===== config.mk =====
export PLATFORM = sky130hd
export DESIGN_NAME = menu_navigator
export DESIGN_NICKNAME = d
export VERILOG_FILES = /design/src/rtl/menu_navigator.sv
export SDC_FILE = /design/constraint.sdc
export NUM_CORES = 1
export LEC_CHECK = 0
export ABC_CLOCK_PERIOD_IN_PS = 2310
export BUFFER_PORTS_ARGS = -buffer_cell sky130_fd_sc_hd__buf_2
export CORE_AREA = 2 2 103 105
export DETAILED_ROUTE_END_ITERATION = 12
export DIE_AREA = 0 0 105 107
export GPL_TIMING_DRIVEN = 0
export HOLD_SLACK_MARGIN = 0.03
export PLACE_DENSITY = 0.74
export SLEW_MARGIN = 20
export SYNTH_ARGS = -nofsm -noshare
export SYNTH_HDL_FRONTEND = slang
export SYNTH_SLANG_ARGS = --single-unit

===== constraint.sdc =====
create_clock -name clk -period 2.31 [get_ports clk]
set_clock_uncertainty 0.1 [all_clocks]
set_input_delay 0.462 -clock clk [delete_from_list [all_inputs] [get_ports clk]]
set_output_delay 0.462 -clock clk [all_outputs]
set_load 0.01 [all_outputs]

===== src/rtl/menu_navigator.sv =====
// Front-panel mode navigator: left/right select a function, enter hands it control,
// return takes it back; the selected display bus is registered onto one ledScan bus.
// Optional inactivity auto-return is enabled by defining IDLE_TIMEOUT_EN.
module menu_navigator #(
    parameter int          N_MODES        = 4,
    parameter int          N_DIGITS       = 8,
    parameter int          RESET_MODE     = 0,
    parameter int          WRAP           = 1,
    parameter logic [31:0] TIMEOUT_CYCLES = 32'd3000000000,
    parameter int          MODE_W         = 4
) (
    input  logic                            clk,
    input  logic                            reset,
    input  logic                            btn_left,
    input  logic                            btn_right,
    input  logic                            btn_enter,
    input  logic                            btn_return,
    input  logic [N_MODES*N_DIGITS*4-1:0]   ch_digits,
    input  logic [N_MODES*N_DIGITS-1:0]     ch_point,
    input  logic [N_MODES-1:0]              ch_shine,
    input  logic [N_MODES*N_DIGITS-1:0]     ch_which_shine,
    output logic [MODE_W-1:0]               mode_sel,
    output logic                            entered,
    output logic [MODE_W-1:0]               active_mode,
    output logic                            enter_pulse,
    output logic                            return_pulse,
    output logic [N_DIGITS*4-1:0]           disp_digits,
    output logic [N_DIGITS-1:0]             disp_point,
    output logic                            disp_shine,
    output logic [N_DIGITS-1:0]             disp_which_shine
);

    typedef enum logic {SWITCH, ENTER} state_t;

    state_t                  state_q, state_d;
    logic [MODE_W-1:0]       mode_sel_q, mode_sel_d;
    logic                    armed_q, armed_d;
    logic                    enter_pulse_q, enter_pulse_d;
    logic                    return_pulse_q, return_pulse_d;
    logic [N_DIGITS*4-1:0]   disp_digits_q, disp_digits_d;
    logic [N_DIGITS-1:0]     disp_point_q, disp_point_d;
    logic                    disp_shine_q, disp_shine_d;
    logic [N_DIGITS-1:0]     disp_which_shine_q, disp_which_shine_d;
    logic                    any_btn;
    logic                    timeout;
    logic [3:0]              mode_code;

    localparam logic [MODE_W-1:0] LAST_MODE  = MODE_W'(N_MODES - 1);
    localparam logic [MODE_W-1:0] RESET_SEL  = MODE_W'(RESET_MODE);
    localparam logic [3:0]        RESET_CODE = 4'(RESET_MODE);

    assign any_btn = btn_left | btn_right | btn_enter | btn_return;

`ifdef IDLE_TIMEOUT_EN
    logic [31:0] idle_cnt_q, idle_cnt_d;

    always_comb begin
        idle_cnt_d = '0;
        timeout    = 1'b0;
        if (state_q == ENTER && !any_btn) begin
            if (idle_cnt_q == TIMEOUT_CYCLES - 32'd1) begin
                timeout = 1'b1;
            end else begin
                idle_cnt_d = idle_cnt_q + 32'd1;
            end
        end
    end

    always_ff @(posedge clk) begin
        if (reset) begin
            idle_cnt_q <= '0;
        end else begin
            idle_cnt_q <= idle_cnt_d;
        end
    end
`else
    logic unused_timeout_cfg;
    assign unused_timeout_cfg = ^TIMEOUT_CYCLES;
    assign timeout = 1'b0;
`endif

    // Navigation FSM; armed re-arms only after a full release so each press acts once.
    always_comb begin
        state_d        = state_q;
        mode_sel_d     = mode_sel_q;
        armed_d        = armed_q | ~any_btn;
        enter_pulse_d  = 1'b0;
        return_pulse_d = 1'b0;
        case (state_q)
            SWITCH: begin
                if (armed_q) begin
                    if (btn_enter) begin
                        state_d       = ENTER;
                        enter_pulse_d = 1'b1;
                        armed_d       = 1'b0;
                    end else if (btn_right && !btn_left) begin
                        armed_d = 1'b0;
                        if (mode_sel_q == LAST_MODE) begin
                            mode_sel_d = (WRAP != 0) ? '0 : mode_sel_q;
                        end else begin
                            mode_sel_d = mode_sel_q + MODE_W'(1);
                        end
                    end else if (btn_left && !btn_right) begin
                        armed_d = 1'b0;
                        if (mode_sel_q == '0) begin
                            mode_sel_d = (WRAP != 0) ? LAST_MODE : mode_sel_q;
                        end else begin
                            mode_sel_d = mode_sel_q - MODE_W'(1);
                        end
                    end else if (btn_left && btn_right) begin
                        armed_d = 1'b0;
                    end
                end
            end
            ENTER: begin
                if (armed_q && btn_return) begin
                    state_d        = SWITCH;
                    return_pulse_d = 1'b1;
                    armed_d        = 1'b0;
                end else if (timeout) begin
                    state_d        = SWITCH;
                    return_pulse_d = 1'b1;
                end
            end
            default: state_d = SWITCH;
        endcase
    end

    // Display source follows the current (registered) state, giving one cycle of latency.
    assign mode_code = 4'(mode_sel_q);

    always_comb begin
        disp_digits_d      = {N_DIGITS{mode_code}};
        disp_point_d       = '1;
        disp_shine_d       = 1'b0;
        disp_which_shine_d = '0;
        if (state_q == ENTER) begin
            for (int m = 0; m < N_MODES; m++) begin
                if (mode_sel_q == MODE_W'(m)) begin
                    disp_digits_d      = ch_digits[m*N_DIGITS*4 +: N_DIGITS*4];
                    disp_point_d       = ch_point[m*N_DIGITS +: N_DIGITS];
                    disp_shine_d       = ch_shine[m];
                    disp_which_shine_d = ch_which_shine[m*N_DIGITS +: N_DIGITS];
                end
            end
        end
    end

    always_ff @(posedge clk) begin
        if (reset) begin
            state_q            <= SWITCH;
            mode_sel_q         <= RESET_SEL;
            armed_q            <= 1'b0;
            enter_pulse_q      <= 1'b0;
            return_pulse_q     <= 1'b0;
            disp_digits_q      <= {N_DIGITS{RESET_CODE}};
            disp_point_q       <= '1;
            disp_shine_q       <= 1'b0;
            disp_which_shine_q <= '0;
        end else begin
            state_q            <= state_d;
            mode_sel_q         <= mode_sel_d;
            armed_q            <= armed_d;
            enter_pulse_q      <= enter_pulse_d;
            return_pulse_q     <= return_pulse_d;
            disp_digits_q      <= disp_digits_d;
            disp_point_q       <= disp_point_d;
            disp_shine_q       <= disp_shine_d;
            disp_which_shine_q <= disp_which_shine_d;
        end
    end

    assign mode_sel         = mode_sel_q;
    assign entered          = (state_q == ENTER);
    assign active_mode      = (state_q == ENTER) ? mode_sel_q : '1;
    assign enter_pulse      = enter_pulse_q;
    assign return_pulse     = return_pulse_q;
    assign disp_digits      = disp_digits_q;
    assign disp_point       = disp_point_q;
    assign disp_shine       = disp_shine_q;
    assign disp_which_shine = disp_which_shine_q;

endmodule

==> reports/qor.csv <==
stage,metric,value,unit
status,status,completed,
worst_setup_path,cp_cell_sequence,inv_2 -> ha_1 -> buf_2 -> clkbuf_2 -> nor3b_1 -> a311oi_1 -> o221a_1,
sta,period_needed,2.165,ns
logic_synthesis,synth_adder_area_share,2.713,%
clocking,post_cts_buffers,0,
logic_synthesis,ys.flop_type,dfxtp_1,
worst_setup_path,cp_top_family,compound AO/OA/AOI/OAI gates,
cells_and_area,final_common_cell,buf_2,
global_route,grt_max_degree,12,
logic_synthesis,synth_area_per_cell,7.867,µm²
cells_and_area,ff_latch_area,1145,µm²
global_route,grt-ovfl-total,0,
logic_synthesis,muxShareOfSynthArea,0.2713,%
worst_setup_path,crit_path_top_delay_cell,dfxtp_2,
sta,worst_pin_slew,0.6797,ns
sta,relSlewSlack,54.69,%
worst_setup_path,worstPathArrival,2.34,ns
sta,hold_viol_final,0,
hold_path,hold_class,primary input to flop,
floorplanning,rows,37,
sta,final_max_slew_viol_count,0,
pwr,p_per_area,420.5,nW/µm²
floorplanning,die_area,11240,µm²
logic_synthesis,synth_xor_area_share,0.2374,%
floorplanning,die_x,105,µm
pwr,leakage,2.524,nW
routing,dr.pass1.iters,7,
routing,antenna_left,0,
clocking,root_buffer,clkbuf_8,
logic_synthesis,ys_ff_latch,57,
pwr,max-vdd-ir-drop,0.2412,mV
routing,wl,15.89,mm
sta,max_freq,461.8,MHz
worst_setup_path,crit_path_end_kind,flop,
global_route,grt_usage,26.69,%
worst_setup_path,worst-setup-path-type,flop to flop,
routing,drc,0,
floorplanning,die_height,107,µm
sta,setup_viol,0,
placement,gp_congestion,0.9286,
clocking,ctsResizeCount,2,
pwr,p_total,2.258,mW
logic_synthesis,synth_top_family_by_area,compound AO/OA/AOI/OAI gates,
clocking,cts_made_buffers,9,
routing,vias_per_cell,5.541,
clocking,cts_tree,built,
global_route,grt_pass1_wl,23.81,mm
floorplanning,core,10090,µm²
routing,first_iter_violations,381,
cells_and_area,area_growth,45.51,%
cells_and_area,antenna_cells,0,
worst_setup_path,cp_max_fo,11,
logic_synthesis,synthSimpleGateAreaFrac,24.86,%
clocking,postCtsHoldBufs,0,
logic_synthesis,ys_warn_count,0,
clocking,path_clk_slew,0.07,ns
logic_synthesis,syn-num-nets,679,
placement,port-buffer-count,261,
worst_setup_path,start_kind,flop,
clocking,clk_path_buf_depth,2,
logic_synthesis,synthCells,469,
floorplanning,io_pins,262,
cells_and_area,mostFrequentLayoutCells,"buf_2 (281), nand2_1 (64), dfxtp_1 (54)",
routing,vias,4882,
worst_setup_path,max_stage_delay,0.47,ns
cells_and_area,multi_input_area,2290,µm²
worst_setup_path,cp.buffers_inverters,3,
clocking,h-tree-depth,3,
sta,timing.final.crit_share,93.74,%
clocking,cts.sinks,57,
clocking,clk_latency,0.33,ns
floorplanning,start_util,36.56,%
logic_synthesis,seq_area_frac_synth,30.93,%
placement,dp_hpwl,12.06,mm
sta,rsz0062_at_grt,no,
cells_and_area,fin_nets,951,
cells_and_area,drive_above_1_share,43.36,%
logic_synthesis,yosysUniqueCellTypes,51,
routing,avgRoutedWirePerCell,18.04,µm
run,max_cap_viol_count,0,
logic_synthesis,synth_enable_flop_cells,0,
worst_setup_path,cp.required,2.48,ns
logic_synthesis,synth_compound_area_share,33.50,%
global_route,antenna_found_initial,0,
logic_synthesis,synthArstFlopShare,0,%
logic_synthesis,syn_area,3690,µm²
global_route,first_global_vias,4708,
cells_and_area,nFillCells,1034,
sta,tns,0,ns
-- final timing paths --
check,startpoint,end,slack (ns),cells after the start
setup / recovery,mode_sel[0],disp_digits[7],0.14,7
hold / removal,ch_which_shine[27],disp_which_shine[3],0.25,2
setup reg to reg,mode_sel[0],disp_digits[7],0.14,7
hold reg to reg,armed_q,enter_pulse,0.46,2
-- registers in the layout, indices dropped and copies added, names as in the netlist --
name and cells:
disp_digits 32, armed_q 1, return_pulse 1, enter_pulse 1, disp_which_shine 8, mode_sel 4, disp_point 8, disp_shine 1
entered 1
-- logic make-up after synthesis --
family | after synthesis
AO/OA/AOI/OAI | 173
XOR/XNOR | 1
adder cells (fa/ha/maj) | 8
buffers and inverters | 54
flip-flops | 57
multiplexers | 1
AND/OR/NAND/NOR | 175
-- cell type report --
type                       count  area share [%]
sequential                    57           21.32
tap                          136           3.169
clock buffer                  11           2.447
buffer                        47           4.754
multi-input combinational    358           42.65
inverter                       7          0.4894
clock inverter                 4          0.8390
timing repair buffer         261           24.33
-- worst register-to-register path: stages (launching register included) --
cell and delay [ns]:
dfxtp_2 0.47, inv_2 0.10, ha_1 0.22, buf_2 0.20, clkbuf_2 0.21, nor3b_1 0.17
a311oi_1 0.39, o221a_1 0.26
-- synth_stat cells, types with 4 or more instances --
library cell  instances  area share [%]
nand2b_1              4            0.68
o21ai_0              25             3.4
o22ai_1              33             5.6
a2bb2oi_1             8             1.9
dfxtp_1              57              31
a21oi_1              28             3.8
buf_4                 5             1.0
inv_1                 4            0.41
o221a_1              16             4.9
nand2_1              64             6.5
nor2b_1               9             1.5
a311oi_1             15             3.6
and2_1                7             1.2
o31a_1               17             4.0
nand3_1              16             2.2
buf_6                 4             1.2
nor3_1                9             1.2
buf_2                20             2.7
a31oi_1               8             1.4
nor3b_1              22             4.5
ha_1                  8             2.7
nor2_1               28             2.8
clkbuf_1             17             1.7
a22o_1                9             2.1
-- metal layers --
| metal | global-route usage, % | part of all wire, % | vias up | routed length, µm |
|---|---|---|---|---|
| met5 | 0 | 0 | - | 0 |
| met4 | 9.048 | 2.2 | 0 | 352 |
| met3 | 5.897 | 11 | 35 | 1675 |
| met2 | 47.36 | 49 | 330 | 7737 |
| met1 | 31.80 | 39 | 2220 | 6124 |
| li1 | - | - | 2297 | - |
-- through the flow --
stage,setup WS (ns),cells,util (%),cell area (µm²),hold WS (ns)
after detailed placement,-0.01577,866,51.19,5166,0.4491
after global routing,0.03283,881,53.20,5369,0.2407
after global placement,0.005107,866,51.19,5166,0.4321
after floorplan,0.4072,469,-,3690,0.3901
after CTS,-0.02223,881,52.96,5345,0.2397
final,0.1446,881,53.20,5369,0.2469
-- where the power goes --
part	internal (mW)	total (mW)	switching [mW]
clock	0.488	0.913	0.424
sequential	0.988	0.992	0.00311
combinational	0.197	0.354	0.156
Note: power is estimated with default switching activity, not from simulation.
